### src/rtl/tlul_pkg.sv
// rtl/tlul_pkg.sv - TL-UL channel structs shared by hosts, buffers and the crossbar
package tlul_pkg;

    localparam logic [2:0] OP_PUT_FULL_DATA   = 3'd0;
    localparam logic [2:0] OP_GET             = 3'd4;
    localparam logic [2:0] OP_ACCESS_ACK      = 3'd0;
    localparam logic [2:0] OP_ACCESS_ACK_DATA = 3'd1;

    typedef struct packed {
        logic        a_valid;
        logic [2:0]  a_opcode;
        logic [2:0]  a_param;
        logic [1:0]  a_size;
        logic [7:0]  a_source;
        logic [31:0] a_address;
        logic [3:0]  a_mask;
        logic [31:0] a_data;
        logic        d_ready;
    } tl_h2d_t;

    typedef struct packed {
        logic        d_valid;
        logic [2:0]  d_opcode;
        logic [2:0]  d_param;
        logic [1:0]  d_size;
        logic [7:0]  d_source;
        logic        d_sink;
        logic [31:0] d_data;
        logic        d_error;
        logic        a_ready;
    } tl_d2h_t;

endpackage

### src/rtl/xbar_port_pkg.sv
// rtl/xbar_port_pkg.sv - payload types and limits for the per-host crossbar buffer
package xbar_port_pkg;

    localparam int XBAR_PORT_MAX_DEPTH = 16;

    typedef struct packed {
        logic [2:0]  opcode;
        logic [2:0]  param;
        logic [1:0]  size;
        logic [7:0]  source;
        logic [31:0] address;
        logic [3:0]  mask;
        logic [31:0] data;
    } tl_a_fields_t;

    typedef struct packed {
        logic [2:0]  opcode;
        logic [2:0]  param;
        logic [1:0]  size;
        logic [7:0]  source;
        logic        sink;
        logic [31:0] data;
        logic        error;
    } tl_d_fields_t;

endpackage

### src/rtl/xbar_port_fifo.sv
// rtl/xbar_port_fifo.sv - synchronous valid/ready FIFO, no bypass, ready from registered state only
module xbar_port_fifo #(
    parameter type T     = logic [7:0],
    parameter int  DEPTH = 2
) (
    input  logic clk,
    input  logic rst,
    input  logic in_valid,
    output logic in_ready,
    input  T     in_data,
    output logic out_valid,
    input  logic out_ready,
    output T     out_data
);

    localparam int PTR_W = (DEPTH > 1) ? $clog2(DEPTH) : 1;
    localparam int CNT_W = $clog2(DEPTH + 1);

    T                 mem_q [DEPTH];
    logic [PTR_W-1:0] wr_ptr_q, wr_ptr_d;
    logic [PTR_W-1:0] rd_ptr_q, rd_ptr_d;
    logic [CNT_W-1:0] count_q, count_d;
    logic             push, pop;

    function automatic logic [PTR_W-1:0] ptr_inc(input logic [PTR_W-1:0] p);
        return (p == PTR_W'(DEPTH - 1)) ? '0 : p + PTR_W'(1);
    endfunction

    // A full FIFO refuses a push even when it pops in the same cycle.
    always_comb begin
        in_ready  = (count_q != CNT_W'(DEPTH));
        out_valid = (count_q != '0);
        out_data  = mem_q[rd_ptr_q];
        push      = in_valid && in_ready;
        pop       = out_valid && out_ready;
        wr_ptr_d  = push ? ptr_inc(wr_ptr_q) : wr_ptr_q;
        rd_ptr_d  = pop ? ptr_inc(rd_ptr_q) : rd_ptr_q;
        count_d   = count_q;
        case ({push, pop})
            2'b10:   count_d = count_q + CNT_W'(1);
            2'b01:   count_d = count_q - CNT_W'(1);
            default: count_d = count_q;
        endcase
    end

    always_ff @(posedge clk) begin
        if (rst) begin
            wr_ptr_q <= '0;
            rd_ptr_q <= '0;
            count_q  <= '0;
        end else begin
            wr_ptr_q <= wr_ptr_d;
            rd_ptr_q <= rd_ptr_d;
            count_q  <= count_d;
        end
    end

    always_ff @(posedge clk) begin
        if (push) begin
            mem_q[wr_ptr_q] <= in_data;
        end
    end

endmodule

### src/rtl/xbar_host_port_buf.sv
// rtl/xbar_host_port_buf.sv - per-host A/D buffering with an outstanding-request cap
module xbar_host_port_buf
    import tlul_pkg::*;
    import xbar_port_pkg::*;
#(
    parameter int REQ_DEPTH = 2,
    parameter int RSP_DEPTH = 2,
    parameter int MAX_OUTST = 2
) (
    input  logic                           clk,
    input  logic                           rst,
    input  tl_h2d_t                        tl_host_i,
    output tl_d2h_t                        tl_host_o,
    output tl_h2d_t                        tl_xbar_o,
    input  tl_d2h_t                        tl_xbar_i,
    output logic [$clog2(MAX_OUTST+1)-1:0] outst_cnt_o,
    output logic                           idle_o
);

    localparam int OW = $clog2(MAX_OUTST + 1);

    if (REQ_DEPTH < 1 || REQ_DEPTH > XBAR_PORT_MAX_DEPTH) begin : g_bad_req_depth
        $error("REQ_DEPTH out of range 1..16");
    end
    if (RSP_DEPTH < 1 || RSP_DEPTH > XBAR_PORT_MAX_DEPTH) begin : g_bad_rsp_depth
        $error("RSP_DEPTH out of range 1..16");
    end
    if (MAX_OUTST < 1 || MAX_OUTST > RSP_DEPTH) begin : g_bad_max_outst
        $error("MAX_OUTST out of range 1..RSP_DEPTH");
    end

    tl_a_fields_t  req_in, req_out;
    tl_d_fields_t  rsp_in, rsp_out;
    logic          req_in_valid, req_in_ready, req_out_valid;
    logic          rsp_in_ready, rsp_out_valid;
    logic          cap_ok, host_a_ready, a_accept, d_handshake;
    logic [OW-1:0] outst_cnt_q, outst_cnt_d;

    // The cap gates the FIFO push so a refused host request never enters the queue.
    always_comb begin
        cap_ok       = (outst_cnt_q < OW'(MAX_OUTST));
        host_a_ready = req_in_ready && cap_ok;
        req_in_valid = tl_host_i.a_valid && cap_ok;
        a_accept     = tl_host_i.a_valid && host_a_ready;
        d_handshake  = rsp_out_valid && tl_host_i.d_ready;
        outst_cnt_d  = outst_cnt_q;
        case ({a_accept, d_handshake})
            2'b10:   outst_cnt_d = outst_cnt_q + OW'(1);
            2'b01:   outst_cnt_d = (outst_cnt_q == '0) ? '0 : outst_cnt_q - OW'(1);
            default: outst_cnt_d = outst_cnt_q;
        endcase
    end

    always_ff @(posedge clk) begin
        if (rst) begin
            outst_cnt_q <= '0;
        end else begin
            outst_cnt_q <= outst_cnt_d;
        end
    end

    always_ff @(posedge clk) begin
        if (!rst) begin
            assert (!(d_handshake && outst_cnt_q == '0));
        end
    end

    always_comb begin
        req_in.opcode  = tl_host_i.a_opcode;
        req_in.param   = tl_host_i.a_param;
        req_in.size    = tl_host_i.a_size;
        req_in.source  = tl_host_i.a_source;
        req_in.address = tl_host_i.a_address;
        req_in.mask    = tl_host_i.a_mask;
        req_in.data    = tl_host_i.a_data;

        rsp_in.opcode  = tl_xbar_i.d_opcode;
        rsp_in.param   = tl_xbar_i.d_param;
        rsp_in.size    = tl_xbar_i.d_size;
        rsp_in.source  = tl_xbar_i.d_source;
        rsp_in.sink    = tl_xbar_i.d_sink;
        rsp_in.data    = tl_xbar_i.d_data;
        rsp_in.error   = tl_xbar_i.d_error;
    end

    xbar_port_fifo #(
        .T     (tl_a_fields_t),
        .DEPTH (REQ_DEPTH)
    ) u_req_fifo (
        .clk       (clk),
        .rst       (rst),
        .in_valid  (req_in_valid),
        .in_ready  (req_in_ready),
        .in_data   (req_in),
        .out_valid (req_out_valid),
        .out_ready (tl_xbar_i.a_ready),
        .out_data  (req_out)
    );

    xbar_port_fifo #(
        .T     (tl_d_fields_t),
        .DEPTH (RSP_DEPTH)
    ) u_rsp_fifo (
        .clk       (clk),
        .rst       (rst),
        .in_valid  (tl_xbar_i.d_valid),
        .in_ready  (rsp_in_ready),
        .in_data   (rsp_in),
        .out_valid (rsp_out_valid),
        .out_ready (tl_host_i.d_ready),
        .out_data  (rsp_out)
    );

    always_comb begin
        tl_xbar_o           = '0;
        tl_xbar_o.a_valid   = req_out_valid;
        tl_xbar_o.a_opcode  = req_out.opcode;
        tl_xbar_o.a_param   = req_out.param;
        tl_xbar_o.a_size    = req_out.size;
        tl_xbar_o.a_source  = req_out.source;
        tl_xbar_o.a_address = req_out.address;
        tl_xbar_o.a_mask    = req_out.mask;
        tl_xbar_o.a_data    = req_out.data;
        tl_xbar_o.d_ready   = rsp_in_ready;

        tl_host_o           = '0;
        tl_host_o.d_valid   = rsp_out_valid;
        tl_host_o.d_opcode  = rsp_out.opcode;
        tl_host_o.d_param   = rsp_out.param;
        tl_host_o.d_size    = rsp_out.size;
        tl_host_o.d_source  = rsp_out.source;
        tl_host_o.d_sink    = rsp_out.sink;
        tl_host_o.d_data    = rsp_out.data;
        tl_host_o.d_error   = rsp_out.error;
        tl_host_o.a_ready   = host_a_ready;

        outst_cnt_o         = outst_cnt_q;
        idle_o              = !req_out_valid && !rsp_out_valid && (outst_cnt_q == '0);
    end

endmodule

### config.mk
export PLATFORM = sky130hd
export DESIGN_NAME = xbar_host_port_buf
export DESIGN_NICKNAME = d
export VERILOG_FILES = /design/src/rtl/tlul_pkg.sv /design/src/rtl/xbar_port_pkg.sv /design/src/rtl/xbar_port_fifo.sv /design/src/rtl/xbar_host_port_buf.sv
export SDC_FILE = /design/constraint.sdc
export NUM_CORES = 1
export LEC_CHECK = 0
export CAP_MARGIN = 30
export CORE_MARGIN = 4
export CORE_UTILIZATION = 43
export CTS_BUF_LIST = sky130_fd_sc_hd__clkbuf_16
export DETAILED_ROUTE_END_ITERATION = 6
export PLACE_DENSITY = 0.76
export SYNTH_ARGS = -nofsm -noshare
export SYNTH_HDL_FRONTEND = slang
export SYNTH_SLANG_ARGS = --single-unit
export TNS_END_PERCENT = 10
### constraint.sdc
create_clock -name clk -period 5.55 [get_ports clk]
set_clock_uncertainty 0.15 [all_clocks]
set_input_delay 0.8325 -clock clk [delete_from_list [all_inputs] [get_ports clk]]
set_output_delay 0.8325 -clock clk [all_outputs]
set_load 0.005 [all_outputs]
# After elaboration in Yosys (flattened, before gate mapping)
# Memories as Yosys holds them, arrays and structs flattened. A register that Yosys moved wholly into a read port is not among the register bits.
# Cells that the tools add are included.
# totals
regBits	10
ramBits	268
output_inout_bits	141
elab_cells	61
memories	2
# classes
add_sub_neg	10
n_lt_le_gt_ge	1
n_eq_ne	8
n_mux	16
n_reduce_logical	17
# mem_list
memory	depth	width	read_ports	rd_ports_with_merged_regs	write_ports	line_no	source
u_req_fifo.mem_q	2	84	1	1	1	xbar_port_fifo.sv:19	T mem_q [DEPTH];
u_rsp_fifo.mem_q	2	50	1	1	1	xbar_port_fifo.sv:19	
# op_table
op	count
two-way mux 1 bit	12
case mux 2 bit (2 select lines)	3
nonzero test 2 bit	5
logical AND 1 bit	9
adder 2 x 1 -> 2 bit (second input constant)	3
equality test 2 x 1 -> 1 bit (second input constant)	3
equality test 2 bit (second input constant)	3
subtractor 2 x 1 -> 2 bit (second input constant)	3
adder 1 bit (second input constant)	4
!= test 2 bit (second input constant)	2
zero test 1 bit	2
zero test 2 bit	1
less-than comparator 2 bit (second input constant)	1
two-way mux 2 bit	1

# Logic depth before layout (Yosys ltp)
# Gate-level depths: netlist of run 1.
# depth
word_depth	5
ltp_mapped	6
mapped_depth_nobuf	6

# By module
# Synthesis of run 1 repeated with hierarchy kept, for this count alone.
# unflattened
hier_cells	490
hier_area_um2	10308.6
# by_module_without_submodules
mod	n_inst	cells_each	area_each_um2	seq_area_each_um2
xbar_port_fifo at u_req_fifo	1	285	6273.5	5144.9
xbar_port_fifo at u_rsp_fifo	1	180	3817.4	3103.0
xbar_host_port_buf	1	25	217.7	40.0

# Worst setup path before layout of run 1
# Ideal clock, no wire load.
# synth_timing
path_kind	input-to-reg
startpoint	input tl_host_i[85] in the netlist's numbering
endpoint	memory u_req_fifo.mem_q[0][0] in the netlist's numbering (enable)
arrival_ns	4.741
t_required_ns	4.873
slack_ns	0.132
stages	2
n_path_buf	0
cell_sequence	or3b_4 -> nor2_1
# synth_between
elab_chain_len	4
# synth_lines
element	line_no	source
start: declaration	xbar_host_port_buf.sv:12	input tl_h2d_t tl_host_i,
logical AND 1 bit	xbar_host_port_buf.sv:43	req_in_valid = tl_host_i.a_valid && cap_ok;
logical AND 1 bit	xbar_port_fifo.sv:34	push = in_valid && in_ready;
two-way mux 1 bit	xbar_port_fifo.sv:59	if (push) begin
two-way mux 1 bit (implied by the code)	xbar_port_fifo.sv:60	mem_q[wr_ptr_q] <= in_data;
end: declaration	xbar_port_fifo.sv:19	
# No other way between the ends.

==> results of run 1 <==
cell type report:
class	instances	area [um2]	share of cell area [%]
Antenna cell	2	5.00	0.0347
Clock inverter	24	263	1.82
Sequential cell	280	8290	57.4
Timing Repair Buffer	288	2880	19.9
Clock buffer	28	701	4.85
Multi-Input combinational cell	184	1880	13.0
Inverter	5	18.8	0.130
Tap cell	319	399	2.76
power breakdown:
part,total (uW),internal [uW],switching (uW)
clock network,1910,1150,761
logic,1960,1190,769
registers,2940,2770,163
total,6810,5110,1690
how the worst max path moves through the flow:
stage | end | cells after the start
after detailed placement | u_req_fifo.mem_q[0][58]$_DFFE_PP_ | 4
after global routing | tl_xbar_o[49] | 3
final | tl_xbar_o[49] | 3
after CTS | tl_xbar_o[49] | 3
after global placement | u_req_fifo.mem_q[0][21]$_DFFE_PP_ | 4
after floorplan | u_req_fifo.mem_q[0][0]$_DFFE_PP_ | 2
kinds of logic after synthesis:
kind of cell,count (synthesis)
AO/OA/AOI/OAI,12
AND/OR/NAND/NOR,25
adder cells (fa/ha/maj),6
XOR/XNOR,6
flip-flops,280
buffers and inverters,25
multiplexers,135
cells in the mapped netlist:
| master | number | area [um2] |
|---|---|---|
| sky130_fd_sc_hd__a211oi_1 | 4 | 30.0 |
| sky130_fd_sc_hd__a21bo_2 | 1 | 10.0 |
| sky130_fd_sc_hd__a21oi_1 | 3 | 15.0 |
| sky130_fd_sc_hd__and3_1 | 1 | 6.26 |
| sky130_fd_sc_hd__buf_2 | 14 | 70.1 |
| sky130_fd_sc_hd__buf_4 | 4 | 30.0 |
| sky130_fd_sc_hd__clkbuf_1 | 2 | 7.51 |
| sky130_fd_sc_hd__dfxtp_1 | 12 | 240 |
| sky130_fd_sc_hd__edfxtp_1 | 268 | 8050 |
| sky130_fd_sc_hd__ha_1 | 6 | 75.1 |
| sky130_fd_sc_hd__inv_1 | 5 | 18.8 |
| sky130_fd_sc_hd__mux2_2 | 134 | 1510 |
| sky130_fd_sc_hd__mux2_4 | 1 | 15.0 |
| sky130_fd_sc_hd__nand2_1 | 1 | 3.75 |
| sky130_fd_sc_hd__nand2b_1 | 1 | 6.26 |
| sky130_fd_sc_hd__nand3b_1 | 1 | 7.51 |
| sky130_fd_sc_hd__nor2_1 | 12 | 45.0 |
| sky130_fd_sc_hd__nor2b_1 | 1 | 6.26 |
| sky130_fd_sc_hd__nor2b_2 | 1 | 8.76 |
| sky130_fd_sc_hd__nor3_1 | 1 | 5.00 |
| sky130_fd_sc_hd__o21a_1 | 2 | 15.0 |
| sky130_fd_sc_hd__o21ai_0 | 2 | 10.0 |
| sky130_fd_sc_hd__or2_2 | 2 | 12.5 |
| sky130_fd_sc_hd__or3_1 | 2 | 12.5 |
| sky130_fd_sc_hd__or3b_2 | 1 | 8.76 |
| sky130_fd_sc_hd__or3b_4 | 1 | 11.3 |
| sky130_fd_sc_hd__xnor2_1 | 4 | 35.0 |
| sky130_fd_sc_hd__xor2_1 | 2 | 17.5 |
sequential cells by signal (all words and copies together) (netlist names), named ones only:
signal               cells
u_req_fifo.mem_q       168
u_rsp_fifo.mem_q       100
outst_cnt_o              2
u_req_fifo.count_q       2
u_rsp_fifo.count_q       2
u_req_fifo.rd_ptr_q      1
u_req_fifo.wr_ptr_q      1
u_rsp_fifo.rd_ptr_q      1
u_rsp_fifo.wr_ptr_q      1
metal layers:
| metal | GRT usage [%] | vias up |
|---|---|---|
| li1 | - | 2515 |
| met1 | 18.9 | 2665 |
| met2 | 27.5 | 237 |
| met3 | 7.24 | 25 |
| met4 | 3.09 | 0 |
| met5 | 0 | - |
through the flow:
step                utilization [%]  hold slack, ns  power [uW]
floorplan                         -           0.325        3870
global placement               57.3           0.343        4920
detailed placement             57.4           0.353        4960
CTS                            61.5           0.365        6900
global route                   61.5           0.398        7150
finish                         61.5           0.359        6810
worst max-delay path: cells and delay by family (launching register included):
| kind | cells | cell delay (ns) |
|---|---|---|
| buffers and inverters | 2 | 0.92 |
| DFF | 1 | 0.84 |
| muxes | 1 | 0.40 |
==> results.sh, run 1 <==
export IMPL_reg2reg_to="u_req_fifo.mem_q[0][13]$_DFFE_PP_"
export IMPL_first_pass_grt_wire_length_um=33100
export IMPL_clock_sinks=280
export IMPL_maxSlewHeadroom_pct=45.2
export IMPL_avgViaCountPerCell=4.82
export IMPL_clk_insertion_delay_late_ns=0.54
export IMPL_rsz0062_at_grt="no"
export IMPL_synthesis_area_um2=10300
export IMPL_grt_antenna_before_repair=0
export IMPL_synth_top_family_by_area="multiplexers"
export IMPL_final_instance_count_excl_fill=1130
export IMPL_ys_seq_elements=280
export IMPL_wl_met1_um=8280
export IMPL_yosys_area_share_adder_pct=0.730
export IMPL_grt_max_degree=58
export IMPL_crit_fanout=57
export IMPL_io_pins=281
export IMPL_grt_pass1_vias=5817
export IMPL_place_detailed_hpwl_um=14800
export IMPL_stdcell_area_um2=14400
export IMPL_run_status="completed"
export IMPL_placeableCoreArea_um2=23500
export IMPL_cap_viol_max_count=0
export IMPL_postCtsSetupRepairBufs=0
export IMPL_timing_max_transition_violations_final=0
export IMPL_syn_avg_cell_area_um2=21.0
export IMPL_totalNegativeSetupSlack_ns=0
export IMPL_path_cells="buf_4, mux2_2, clkdlybuf4s50_1"
export IMPL_route_vias_total=5442
export IMPL_met2_wirelength_um=10700
export IMPL_gp_congestion=0.735
export IMPL_power_per_cell_area_nw_per_um2=471
export IMPL_drt_total_wl_um=22000
export IMPL_hold_buffers=0
export IMPL_top_signal_layer_used="met4"
export IMPL_synth_simple_gate_area_share_pct=1.30
export IMPL_maximum_count_of_clock_buffers_along_a_single_path=3
export IMPL_floorplan_die_width_um=163
export IMPL_synth_xor_area_share_pct=0.511
export IMPL_grt_overflow=0
export IMPL_timing_critical_path_arrival_ns=2.77
export IMPL_layout_cells_most_common_list="sky130_fd_sc_hd__clkdlybuf4s50_1 (280), sky130_fd_sc_hd__edfxtp_1 (268), sky130_fd_sc_hd__mux2_2 (134), sky130_fd_sc_hd__clkbuf_16 (28), sky130_fd_sc_hd__inv_1 (12)"
export IMPL_worst_hold_path_num_cells=2
export IMPL_number_of_remaining_drc_errors=0
export IMPL_worstSetupStartpointType="flop"
export IMPL_worstRegToRegCells=4
export IMPL_worstMarginPinSlew_ns=0.819
export IMPL_cts_root_buf="sky130_fd_sc_hd__clkbuf_16"
export IMPL_leakage_power_uw=0.00488
export IMPL_hold_path_end="u_req_fifo.count_q[1]$_SDFFE_PP0P_"
export IMPL_gr_util_all_layers_pct=16.1
export IMPL_netlist_cell_type_count=28
export IMPL_nFillCells=1682
export IMPL_dr_wl_met3_um=2790
export IMPL_area_delta_synth_final_pct=40.4
export IMPL_syn_instance_count=489
export IMPL_antenna_violating_nets_post_route=0
export IMPL_critical_path_max_stage_delay_ns=0.84
export IMPL_die_height_um=163
export IMPL_yosys_mux_area_fraction_pct=14.8
export IMPL_route_detailed_wl_per_inst_um=19.5
export IMPL_timing_final_setup_violations=0
export IMPL_cts_made_buffers=28
export IMPL_yosysWarnings=0
export IMPL_htree_num_levels=1
export IMPL_ys_seq_area_share_pct=80.6
export IMPL_floorplan_initialDensity_pct=43.8
export IMPL_hold_path_class="reg2reg"
export IMPL_crit_path_top_delay_cell="sky130_fd_sc_hd__dfxtp_4"
export IMPL_detailedPlace_worstSlack_ns=2.00
export IMPL_fin_ws_ns=1.80
export IMPL_finalHoldViolCount=0
export IMPL_synth_net_count=635
export IMPL_count_of_placed_standard_cells_including_taps=1076
export IMPL_irDropWorstVdd_mv=0.328
export IMPL_final_layout_size_suffix_gt1_share_pct=24.0
export IMPL_commonest_non_fill_non_tap_cell_in_the_layout="sky130_fd_sc_hd__clkdlybuf4s50_1"
export IMPL_die_area_um2=26400
export IMPL_synth_compound_area_share_pct=0.779
export IMPL_part_of_the_cycle_the_worst_path_needs_pct=67.6
export IMPL_numPortBuffers=280
export IMPL_min_period_ns=3.75
export IMPL_std_cell_rows=56
export IMPL_drt_first_iter_violations=328
export IMPL_cp_data_required_time_ns=4.57
export IMPL_area_after_dpl_um2=13500
export IMPL_worstSetupEndpointType="output port"
export IMPL_path_clk_slew_ns=0.06
export IMPL_maximum_frequency_from_static_timing_analysis_ghz=0.267
export IMPL_critical_path_class="reg2out"
export IMPL_reg2reg_setup_slack_ns=2.86
export IMPL_tritoncts_clock_tree="yes"
export IMPL_drt_pre_antenna_iters=4
export IMPL_design_final_nets=933
export IMPL_timing_hold_worst_start="u_req_fifo.count_q[1]$_SDFFE_PP0P_"
export IMPL_post_cts_resize_count=0
export IMPL_launch_point_of_the_worst_reg_to_reg_path="u_req_fifo.count_q[0]$_SDFFE_PP0P_"
No activity file was read; power rests on OpenSTA's default activity.
==> run 2, diff against run 1 <==
clock period = 3.4 ns   (was 5.55 ns; I/O delays follow)
==> results.sh, run 2 (synthesis gave the netlist of run 1 again) <==
export IMPL_run_status="completed"
export IMPL_grt_overflow=0
export IMPL_diodes_inserted=0
export IMPL_p_switching_uw=2680
export IMPL_crit_fanout=26
export IMPL_std_cell_rows=56
export IMPL_floorplan_die_width_um=163
export IMPL_route_vias_total=5393
export IMPL_min_period_ns=2.92
export IMPL_htree_num_levels=1
export IMPL_clk_insertion_delay_late_ns=0.52
export IMPL_grt_antenna_before_repair=1
export IMPL_area_after_dpl_um2=13700
export IMPL_die_area_um2=26400
export IMPL_reg2reg_setup_slack_ns=1.23
export IMPL_tritoncts_clock_tree="yes"
export IMPL_drt_total_wl_um=20700
export IMPL_worstRegToRegCells=4
export IMPL_antenna_violating_nets_post_route=0
export IMPL_path_clk_slew_ns=0.05
export IMPL_numPortBuffers=280
export IMPL_grt_pass1_vias=5757
export IMPL_seq_power_share_pct=42.7
export IMPL_grt_max_degree=51
export IMPL_final_layout_size_suffix_gt1_share_pct=24.8
export IMPL_worstSetupStartpointType="flop"
export IMPL_timing_critical_path_arrival_ns=2.26
export IMPL_power_switching_fraction_pct=24.3
export IMPL_clock_sinks=280
export IMPL_maximum_frequency_from_static_timing_analysis_ghz=0.342
export IMPL_worstSetupEndpointType="output port"
export IMPL_timing_max_transition_violations_final=0
export IMPL_place_detailed_hpwl_um=14500
export IMPL_rsz0062_at_grt="no"
export IMPL_postCtsSetupRepairBufs=0
export IMPL_timing_final_setup_violations=0
export IMPL_avgViaCountPerCell=4.73
export IMPL_cap_viol_max_count=0
export IMPL_area_delta_synth_final_pct=41.5
export IMPL_top_register="u_req_fifo.mem_q"
export IMPL_gp_congestion=0.760
export IMPL_maximum_count_of_clock_buffers_along_a_single_path=3
export IMPL_layout_cells_most_common_list="sky130_fd_sc_hd__clkdlybuf4s50_1 (280), sky130_fd_sc_hd__edfxtp_1 (268), sky130_fd_sc_hd__mux2_2 (134), sky130_fd_sc_hd__clkbuf_16 (29), sky130_fd_sc_hd__buf_4 (13)"
export IMPL_critical_path_class="reg2out"
export IMPL_largest_reg_flops=168
export IMPL_hold_path_class="reg2reg"
export IMPL_stdcell_area_um2=14500
export IMPL_floorplan_initialDensity_pct=43.8
export IMPL_cell_internal_pwr_uw=8340
export IMPL_power_per_cell_area_nw_per_um2=758
export IMPL_route_detailed_wl_per_inst_um=18.2
export IMPL_hold_buffers=0
export IMPL_clock_power_share_pct=26.4
export IMPL_drt_pre_antenna_iters=4
export IMPL_irDropWorstVdd_mv=0.521
export IMPL_design_final_nets=946
export IMPL_commonest_non_fill_non_tap_cell_in_the_layout="sky130_fd_sc_hd__clkdlybuf4s50_1"
export IMPL_cts_root_buf="sky130_fd_sc_hd__clkbuf_16"
export IMPL_maxSlewHeadroom_pct=55.4
export IMPL_crit_end="tl_xbar_o[2]"
export IMPL_nFillCells=1680
export IMPL_part_of_the_cycle_the_worst_path_needs_pct=85.9
export IMPL_worstMarginPinSlew_ns=0.669
export IMPL_die_height_um=163
export IMPL_cp_data_required_time_ns=2.74
export IMPL_finalHoldViolCount=0
export IMPL_drt_first_iter_violations=270
export IMPL_cts_made_buffers=28
export IMPL_post_cts_resize_count=0
export IMPL_io_pins=281
export IMPL_number_of_remaining_drc_errors=0
export IMPL_placeableCoreArea_um2=23500
export IMPL_power_uw=11000
export IMPL_register_area_um2=8290
export IMPL_multi_input_comb_area_um2=1880
export IMPL_comb_power_share_pct=30.9
export IMPL_launch_point_of_the_worst_reg_to_reg_path="u_req_fifo.count_q[0]$_SDFFE_PP0P_"
export IMPL_first_pass_grt_wire_length_um=31200
export IMPL_reg_largest_list="u_req_fifo.mem_q: 168 flops, u_rsp_fifo.mem_q: 100 flops"
export IMPL_reg2reg_to="u_req_fifo.mem_q[0][50]$_DFFE_PP_"
export IMPL_gr_util_all_layers_pct=14.9
export IMPL_leakage_power_uw=0.00495
run 2: worst min path at each step:
stage | cells past startpoint | slack [ns] | to | start
2_1_floorplan | 2 | 0.32 | u_req_fifo.count_q[1]$_SDFFE_PP0P_ | u_req_fifo.count_q[1]$_SDFFE_PP0P_
3_3_place_gp | 2 | 0.34 | flop | u_rsp_fifo.rd_ptr_q$_SDFFE_PP0P_
3_5_place_dp | 2 | 0.35 | flop | u_req_fifo.rd_ptr_q$_SDFFE_PP0P_
4_1_cts | 2 | 0.36 | flop | u_req_fifo.rd_ptr_q$_SDFFE_PP0P_
5_1_grt | 1 | 0.38 | u_req_fifo.mem_q[0][47]$_DFFE_PP_ | tl_host_i[48]
6_report | 2 | 0.36 | flop | u_req_fifo.rd_ptr_q$_SDFFE_PP0P_
run 2: routing by layer:
metal  vias to the layer above  wire, um  part of all wire [%]  track usage [%]
li1                       2547         -                     -                -
met1                      2588      8340                    40             18.6
met2                       223      9550                    46             24.4
met3                        33      2400                    12             6.58
met4                         2       374                   1.8             3.32
met5                         -        11                 0.053                0
run 2: final cells by class:
type	count	area share (%)
multi-input combinational	184	12.9
tap	319	2.74
clock inverter	21	1.13
timing repair buffer	301	21.0
inverter	5	0.129
clock buffer	29	4.99
sequential	280	57.0
run 2: power groups by stage:
stage	Combinational, uW	Clock [uW]	Sequential, uW
finish	3410	2900	4710
global route	3670	3140	4760
CTS	3470	2990	4720
detailed placement	3430	0	4780
global placement	3420	0	4760
floorplan	1540	0	4740
run 2: per-stage QoR:
stage / hold slack [ns] / setup TNS (ns) / instances / worst slack, ns / utilization, %
floorplan: 0.325 / -47.84 / 489 / -0.285 / -
global placement: 0.343 / 0 / 1089 / 0.717 / 58.2
detailed placement: 0.348 / 0 / 1089 / 0.710 / 58.2
CTS: 0.361 / 0 / 1139 / 0.411 / 62.0
global route: 0.384 / 0 / 1139 / 0.373 / 62.0
finish: 0.360 / 0 / 1139 / 0.478 / 62.0
run 2: critical path, stage by stage (launching register included):
cell	delay, ns
sky130_fd_sc_hd__dfxtp_4	0.50
sky130_fd_sc_hd__buf_4	0.38
sky130_fd_sc_hd__mux2_2	0.39
sky130_fd_sc_hd__clkdlybuf4s50_1	0.45
